### config.mk
export PLATFORM = sky130hd
export DESIGN_NAME = move_pulser_flat
export DESIGN_NICKNAME = d
export VERILOG_FILES = /design/src/rtl/move_pulser_if.sv /design/src/rtl/move_pulser.sv /design/src/flat_wrapper.sv
export SDC_FILE = /design/constraint.sdc
export NUM_CORES = 1
export LEC_CHECK = 0
export CAP_MARGIN = 40
export CORE_ASPECT_RATIO = 1.2
export CORE_UTILIZATION = 57
export DETAILED_ROUTE_END_ITERATION = 6
export GPL_ROUTABILITY_DRIVEN = 0
export PLACE_DENSITY = 0.91
export SETUP_SLACK_MARGIN = 0.05
export SYNTH_ARGS = -nofsm -noshare
export SYNTH_HDL_FRONTEND = slang
export SYNTH_SLANG_ARGS = --single-unit
### constraint.sdc
create_clock -name clk -period 3.4 [get_ports clk]
set_input_delay 0.68 -clock clk [delete_from_list [all_inputs] [get_ports clk]]
set_output_delay 0.68 -clock clk [all_outputs]
set_load 0.005 [all_outputs]
### src/rtl/move_pulser_if.sv
// rtl/move_pulser_if.sv - player button inputs and move pulse outputs of move_pulser
interface move_pulser_if #(
  parameter int CNT_W = 8
);
  logic             btn_n;
  logic             btn_s;
  logic             btn_e;
  logic             btn_w;
  logic             sw_v;
  logic             n;
  logic             s;
  logic             e;
  logic             w;
  logic             v;
  logic             busy;
  logic [CNT_W-1:0] move_count;

  // Player / stimulus side: drives raw buttons, observes moves.
  modport master (
    output btn_n, btn_s, btn_e, btn_w, sw_v,
    input  n, s, e, w, v, busy, move_count
  );

  // Pulser side: consumes raw buttons, produces moves.
  modport slave (
    input  btn_n, btn_s, btn_e, btn_w, sw_v,
    output n, s, e, w, v, busy, move_count
  );
endinterface

### src/rtl/move_pulser.sv
// rtl/move_pulser.sv - debounced one-shot move pulser for the labyrinth room FSM
module move_pulser #(
  parameter int DEBOUNCE_CYCLES = 4,
  parameter int CNT_W           = 8
) (
  input logic          clk,
  input logic          reset,
  move_pulser_if.slave bus
);

  localparam int DW = (DEBOUNCE_CYCLES > 1) ? $clog2(DEBOUNCE_CYCLES) : 1;
  localparam logic [DW-1:0] DLAST = DW'(DEBOUNCE_CYCLES - 1);

  typedef enum logic [1:0] {IDLE, FIRE, HOLD} state_t;

  // Bit order {n, s, e, w, v}; dir bits are [4:1].
  logic [4:0]    raw;
  logic [4:0]    sync1;
  logic [4:0]    sync2;
  logic [4:0]    stable;
  logic [DW-1:0] dcnt [5];

  state_t           state_q, state_d;
  logic [3:0]       dir_q, dir_d;
  logic [CNT_W-1:0] cnt_q, cnt_d;
  logic             v_q;

  assign raw = {bus.btn_n, bus.btn_s, bus.btn_e, bus.btn_w, bus.sw_v};

  // Two-flop synchronizer for every raw input.
  always_ff @(posedge clk or posedge reset) begin
    if (reset) begin
      sync1 <= '0;
      sync2 <= '0;
    end else begin
      sync1 <= raw;
      sync2 <= sync1;
    end
  end

  // Per-input debounce: accept a change only after it persists DEBOUNCE_CYCLES edges.
  always_ff @(posedge clk or posedge reset) begin
    if (reset) begin
      stable <= '0;
      for (int i = 0; i < 5; i++) dcnt[i] <= '0;
    end else begin
      for (int i = 0; i < 5; i++) begin
        if (sync2[i] == stable[i]) begin
          dcnt[i] <= '0;
        end else if (dcnt[i] == DLAST) begin
          stable[i] <= sync2[i];
          dcnt[i]   <= '0;
        end else begin
          dcnt[i] <= dcnt[i] + 1'b1;
        end
      end
    end
  end

  // FSM state, registered pulses, move counter and debounced v level.
  always_ff @(posedge clk or posedge reset) begin
    if (reset) begin
      state_q <= IDLE;
      dir_q   <= '0;
      cnt_q   <= '0;
      v_q     <= 1'b0;
    end else begin
      state_q <= state_d;
      dir_q   <= dir_d;
      cnt_q   <= cnt_d;
      v_q     <= stable[0];
    end
  end

  // Next state: pick one winner in IDLE, pulse for one cycle, then wait for full release.
  always_comb begin
    state_d = state_q;
    dir_d   = dir_q;
    cnt_d   = cnt_q;
    case (state_q)
      IDLE: begin
        if (|stable[4:1]) begin
          state_d = FIRE;
          if (stable[4])      dir_d = 4'b1000;
          else if (stable[3]) dir_d = 4'b0100;
          else if (stable[2]) dir_d = 4'b0010;
          else                dir_d = 4'b0001;
        end
      end
      FIRE: begin
        state_d = HOLD;
        dir_d   = '0;
        if (cnt_q != {CNT_W{1'b1}}) cnt_d = cnt_q + 1'b1;
      end
      HOLD: begin
        if (stable[4:1] == 4'b0000) state_d = IDLE;
      end
      default: begin
        state_d = IDLE;
        dir_d   = '0;
      end
    endcase
  end

  assign bus.n          = dir_q[3];
  assign bus.s          = dir_q[2];
  assign bus.e          = dir_q[1];
  assign bus.w          = dir_q[0];
  assign bus.v          = v_q;
  assign bus.busy       = (state_q != IDLE);
  assign bus.move_count = cnt_q;

endmodule

### src/flat_wrapper.sv
// flat-port wrapper written by rule: the top's interface ports become plain ports
module move_pulser_flat 
#(
  parameter int DEBOUNCE_CYCLES = 4,
  parameter int CNT_W           = 8
)
  (clk, reset, bus_btn_n, bus_btn_s, bus_btn_e, bus_btn_w, bus_sw_v, bus_n, bus_s, bus_e, bus_w, bus_v, bus_busy, bus_move_count);
  move_pulser_if #(.CNT_W(CNT_W)) bus_i ();
  input logic clk;
  input logic reset;
  input wire logic [$bits(bus_i.btn_n)-1:0] bus_btn_n;
  input wire logic [$bits(bus_i.btn_s)-1:0] bus_btn_s;
  input wire logic [$bits(bus_i.btn_e)-1:0] bus_btn_e;
  input wire logic [$bits(bus_i.btn_w)-1:0] bus_btn_w;
  input wire logic [$bits(bus_i.sw_v)-1:0] bus_sw_v;
  output wire logic [$bits(bus_i.n)-1:0] bus_n;
  output wire logic [$bits(bus_i.s)-1:0] bus_s;
  output wire logic [$bits(bus_i.e)-1:0] bus_e;
  output wire logic [$bits(bus_i.w)-1:0] bus_w;
  output wire logic [$bits(bus_i.v)-1:0] bus_v;
  output wire logic [$bits(bus_i.busy)-1:0] bus_busy;
  output wire logic [$bits(bus_i.move_count)-1:0] bus_move_count;
  assign bus_i.btn_n = bus_btn_n;
  assign bus_i.btn_s = bus_btn_s;
  assign bus_i.btn_e = bus_btn_e;
  assign bus_i.btn_w = bus_btn_w;
  assign bus_i.sw_v = bus_sw_v;
  assign bus_n = bus_i.n;
  assign bus_s = bus_i.s;
  assign bus_e = bus_i.e;
  assign bus_w = bus_i.w;
  assign bus_v = bus_i.v;
  assign bus_busy = bus_i.busy;
  assign bus_move_count = bus_i.move_count;
  move_pulser #(.DEBOUNCE_CYCLES(DEBOUNCE_CYCLES), .CNT_W(CNT_W)) u_core (.clk(clk), .reset(reset), .bus(bus_i));
endmodule
# Word-level counts from Yosys, hierarchy flattened
# Index checks and enable logic that the tools add are counted.
# Widths: inputs -> output; s select.
[totals]
n_memories = 0
in_bits = 7
out_inout_bits = 14
mem_bits_rw = 0
ff_bits = 40
latch_bits = 0
rom_bits = 0
[op_classes]
shift = 0
n_lt_le_gt_ge = 0
n_reduce_logical = 12
mul = 0
n_bitwise = 6
n_addsub = 6
n_div = 0
mux = 18
eq_ne = 15
[op_table]
columns = ["cell", "n"]
rows = [
  ["$mux 2", 13],
  ["$reduce_and 2->1", 8],
  ["$eq 2x2->1 const B", 6],
  ["$mux 4", 3],
  ["$add 2x1->2 const B", 5],
  ["$add 8x1->8 const B", 1],
  ["$ne 8x8->1 const B", 1],
  ["$pmux 4 s2", 1],
  ["$not 1->1", 6],
  ["$pmux 2 s3", 1],
  ["$eq 1x1->1", 5],
  ["$logic_not 4->1", 1],
  ["$ne 2x1->1 const B", 2],
  ["$reduce_or 4->1", 1],
  ["$eq 2x1->1 const B", 1],
  ["$logic_not 2->1", 1],
  ["$reduce_bool 2->1", 1],
]

# Longest topological paths before layout
[logic_depth]
depth_word = 5
ltp_mapped = 4
ltp_nobuf = 4

# Worst setup path before layout
# Ideal clock, no wire load.
[synth_path]
path_type = "register to output"
startpoint = "register u_core.state_q[1]"
endpoint = "output port bus_busy"
required_ps = 2720
path_slack_ps = 1990
arrival_time_ps = 730
stages_incl_launch_ff = 3
path_cell_list = "dfrtp_1 > buf_2 > or2_1"
[synth_via]
elab_chain_cells = 1
[synth_rtl]
columns = ["item", "line_no", "rtl"]
rows = [
  ["start, declared", "move_pulser.sv:23", "state_t state_q, state_d;"],
  ["start signal, assigned", "move_pulser.sv:68", "state_q <= state_d;"],
  ["$reduce_bool 2->1", "move_pulser.sv:110", "assign bus.busy = (state_q != IDLE);"],
  ["end, declared", "flat_wrapper.sv:21", "output wire logic [$bits(bus_i.busy)-1:0] bus_busy;"],
]
# No other way between the ends.

# Worst setup path in the final report
# Ends and elaborated chain as after synthesis.

==> flow_summary.yaml <==
cts:
  cts_buffer_depth: 2
  cts_resized: 0
  cts_tree: "done"
  clk_latency_ps: 330
  hold_buffers: 0
  cts_root_buf: "clkbuf_4"
  cts_buffers: 5
  post_cts_buffers: 0
  clkSlewWorstSetupHoldPaths_ps: 110
  cts.sinks: 40
  htree_levels: 2
synth:
  synth.avg_cell_area_um2: 13.1
  yosysMostFrequentCell: "dfrtp_1"
  synth-edff-count: 0
  synth.area.top_cells: "dfrtp_1 (63%), ha_1 (4.7%), mux2_2 (4.2%), xnor2_1 (3.3%), nor3_1 (2.5%)"
  synthArstFlopShare: 1.00
  synth_top_area_cell: "dfrtp_1"
  ys.flop_type: "dfrtp_1"
  ys_seq_elements: 40
  yosysTopAreaCellShare: 0.626
  syn_inst: 122
  synthTopCellsByCount: "dfrtp_1 (40), nor3_1 (8)"
  synth_nets: 135
  synth.distinct_cells: 32
  netlist_area_mm2: 0.00160
  yosys_warnings: 0
  yosysSeqAreaShare: 0.626
worst_setup_path:
  reg2regPathDepth: 4
  cp.required_ps: 2720
  critPathLaunchType: "register"
  crit_path_max_incr_delay_ps: 490
  endpoint_kind: "output pin"
  arrival_ps: 1570
  path_cells: "or2_1 > clkdlybuf4s50_1"
  crit_slowest_cell: "dfrtp_1"
  crit_path_max_fanout: 10
  path_class: "register to output pin"
sta:
  setup-violations-final: 0
  skew_ps: 11.0
  finalCritPeriodShare: 0.661
  hold_ws_ps: 347
  hold_viol_final: 0
  post-route-min-period_ps: 2250
  finalSetupTns_ps: 0
  rsz0062_at_grt: "no"
  maxSlewHeadroom: 0.679
  worstMarginPinSlew_ps: 482
  slew_viol_final: 0
  fmax_ghz: 0.445
die:
  die_x_um: 50.4
  fp.dieH_um: 60.0
  rows: 20
  dieArea_mm2: 0.00302
  core_mm2: 0.00260
  initial_core_util: 0.614
  pin_count: 21
power:
  cellInternalPower_uw: 1010
  p_sw_uw: 514
  combPwrFrac: 0.336
  powerDensity_mw_per_mm2: 814
  vdd_drop_max_uv: 603
  switching_share: 0.336
  leakage_uw: 0.000826
  clock_power_share: 0.139
  p_seq_frac: 0.525
placed_design:
  hpwl_mm: 1.92
  placed_cells: 173
  port_buffers: 20
  place_area_mm2: 0.00183
drt:
  vias: 1019
  wire_per_inst_um: 14.8
  drt_wl_total_mm: 2.67
  drc: 0
  vias_per_cell: 5.66
  drt_iter0_markers: 29
  ant_nets: 0
  dr.pass1.iters: 4
finish:
  fillers: 187
  layout.cells.non_filler: 180
  utilization: 0.722
  num_antenna_cells: 0
  drive_above_1_share: 0.143
  nNetsFinal: 160
  final_cell_area_mm2: 0.00188
  synthToLayoutAreaGrowth_pct: 17.5
global_route:
  grt_overflow: 0
  grt_pass1_vias: 984
  grt_max_degree: 41
  antenna_found_initial: 0
  grt_first_pass_wirelength_mm: 4.55
  grt_util_all_layers: 0.212
hold_path:
  hold_class: "register to register"
  holdPathStages: 0
outcome:
  status: "completed"
run:
  cap_violations: 0
per-stage QoR:
stage | setup WS (ps) | power (µW)
after global routing | 1090 | 1650
after floorplan | 1800 | 1110
after CTS | 1150 | 1540
final | 1150 | 1530
after global placement | 1560 | 1280
after detailed placement | 1530 | 1330
power by group through the flow:
stage | Sequential (µW) | Combinational [µW] | Clock [µW]
2_1_floorplan | 747 | 360 | 0
3_3_place_gp | 791 | 485 | 0
3_5_place_dp | 813 | 514 | 0
4_1_cts | 803 | 522 | 220
5_1_grt | 831 | 577 | 242
6_report | 803 | 514 | 212
cell type report:
type,count,area [µm²],share of cell area
inverters,2,7.51,0.00399
clock buffers,6,41.3,0.0220
well taps,33,41.3,0.0220
clock inverters,1,5.00,0.00266
repair buffers,21,208,0.111
flip-flops and latches,40,1000,0.533
multi-input cells,77,576,0.306
worst paths after layout:
kind / start / to / slack, ps
min: u_core.sync1[3]$_DFF_PP0_ / u_core.sync2[3]$_DFF_PP0_ / 350
max: u_core.state_q[1]$_DFFE_PP0P_ / bus_busy / 1150
max reg2reg: u_core.bus.move_count[0]$_DFFE_PP0P_ / u_core.bus.move_count[1]$_DFFE_PP0P_ / 1850
max in group asynchronous: reset / u_core.bus.move_count[4]$_DFFE_PP0P_ / 2290
min in group asynchronous: reset / u_core.sync2[0]$_DFF_PP0_ / 760
min reg2reg: u_core.sync1[3]$_DFF_PP0_ / u_core.sync2[3]$_DFF_PP0_ / 350
logic make-up (layout without fill, tap and decap cells):
logic type	Yosys count	in the layout	share of synthesized area
muxes	9	9	0.0681
xor gates and xnor gates	7	7	0.0383
buffers and inverters	5	30	0.0141
and+or+nand+nor	40	40	0.149
AOI/OAI and AO/OA	15	15	0.0571
DFF	40	40	0.626
adders and majority gates	6	6	0.0469
registers in the layout, indices dropped and copies added, names as in the netlist:
name and flops:
u_core.sync1 5, u_core.bus.v 1, u_core.stable 5, u_core.bus.move_count 8, u_core.sync2 5, u_core.dir_q 4, u_core.dcnt 10, u_core.state_q 2
critical path, delay by kind of cell, from the launching register on:
kind / cells / cell delay, ps
AND/OR/NAND/NOR: 1 / 290
buffers and inverters: 1 / 460
flip-flops: 1 / 490
placed cells by master, fill, tap and decap left out, drive strengths merged, types with 5 or more instances in the layout:
cell type	count
dfrtp	40
clkdlybuf4s50	20
mux2	9
nor3	8
nand2	6
a21oi	6
nor2	6
xnor2	6
ha	6
clkbuf	6
o21ai	5
layer usage:
layer	global-route usage	part of all wire	up-vias
met5	0	0	-
met4	0.0833	0.019	0
met3	0.0534	0.049	8
met2	0.362	0.51	32
met1	0.258	0.42	501
li1	-	-	478
Power figures use the tool's default switching activity.
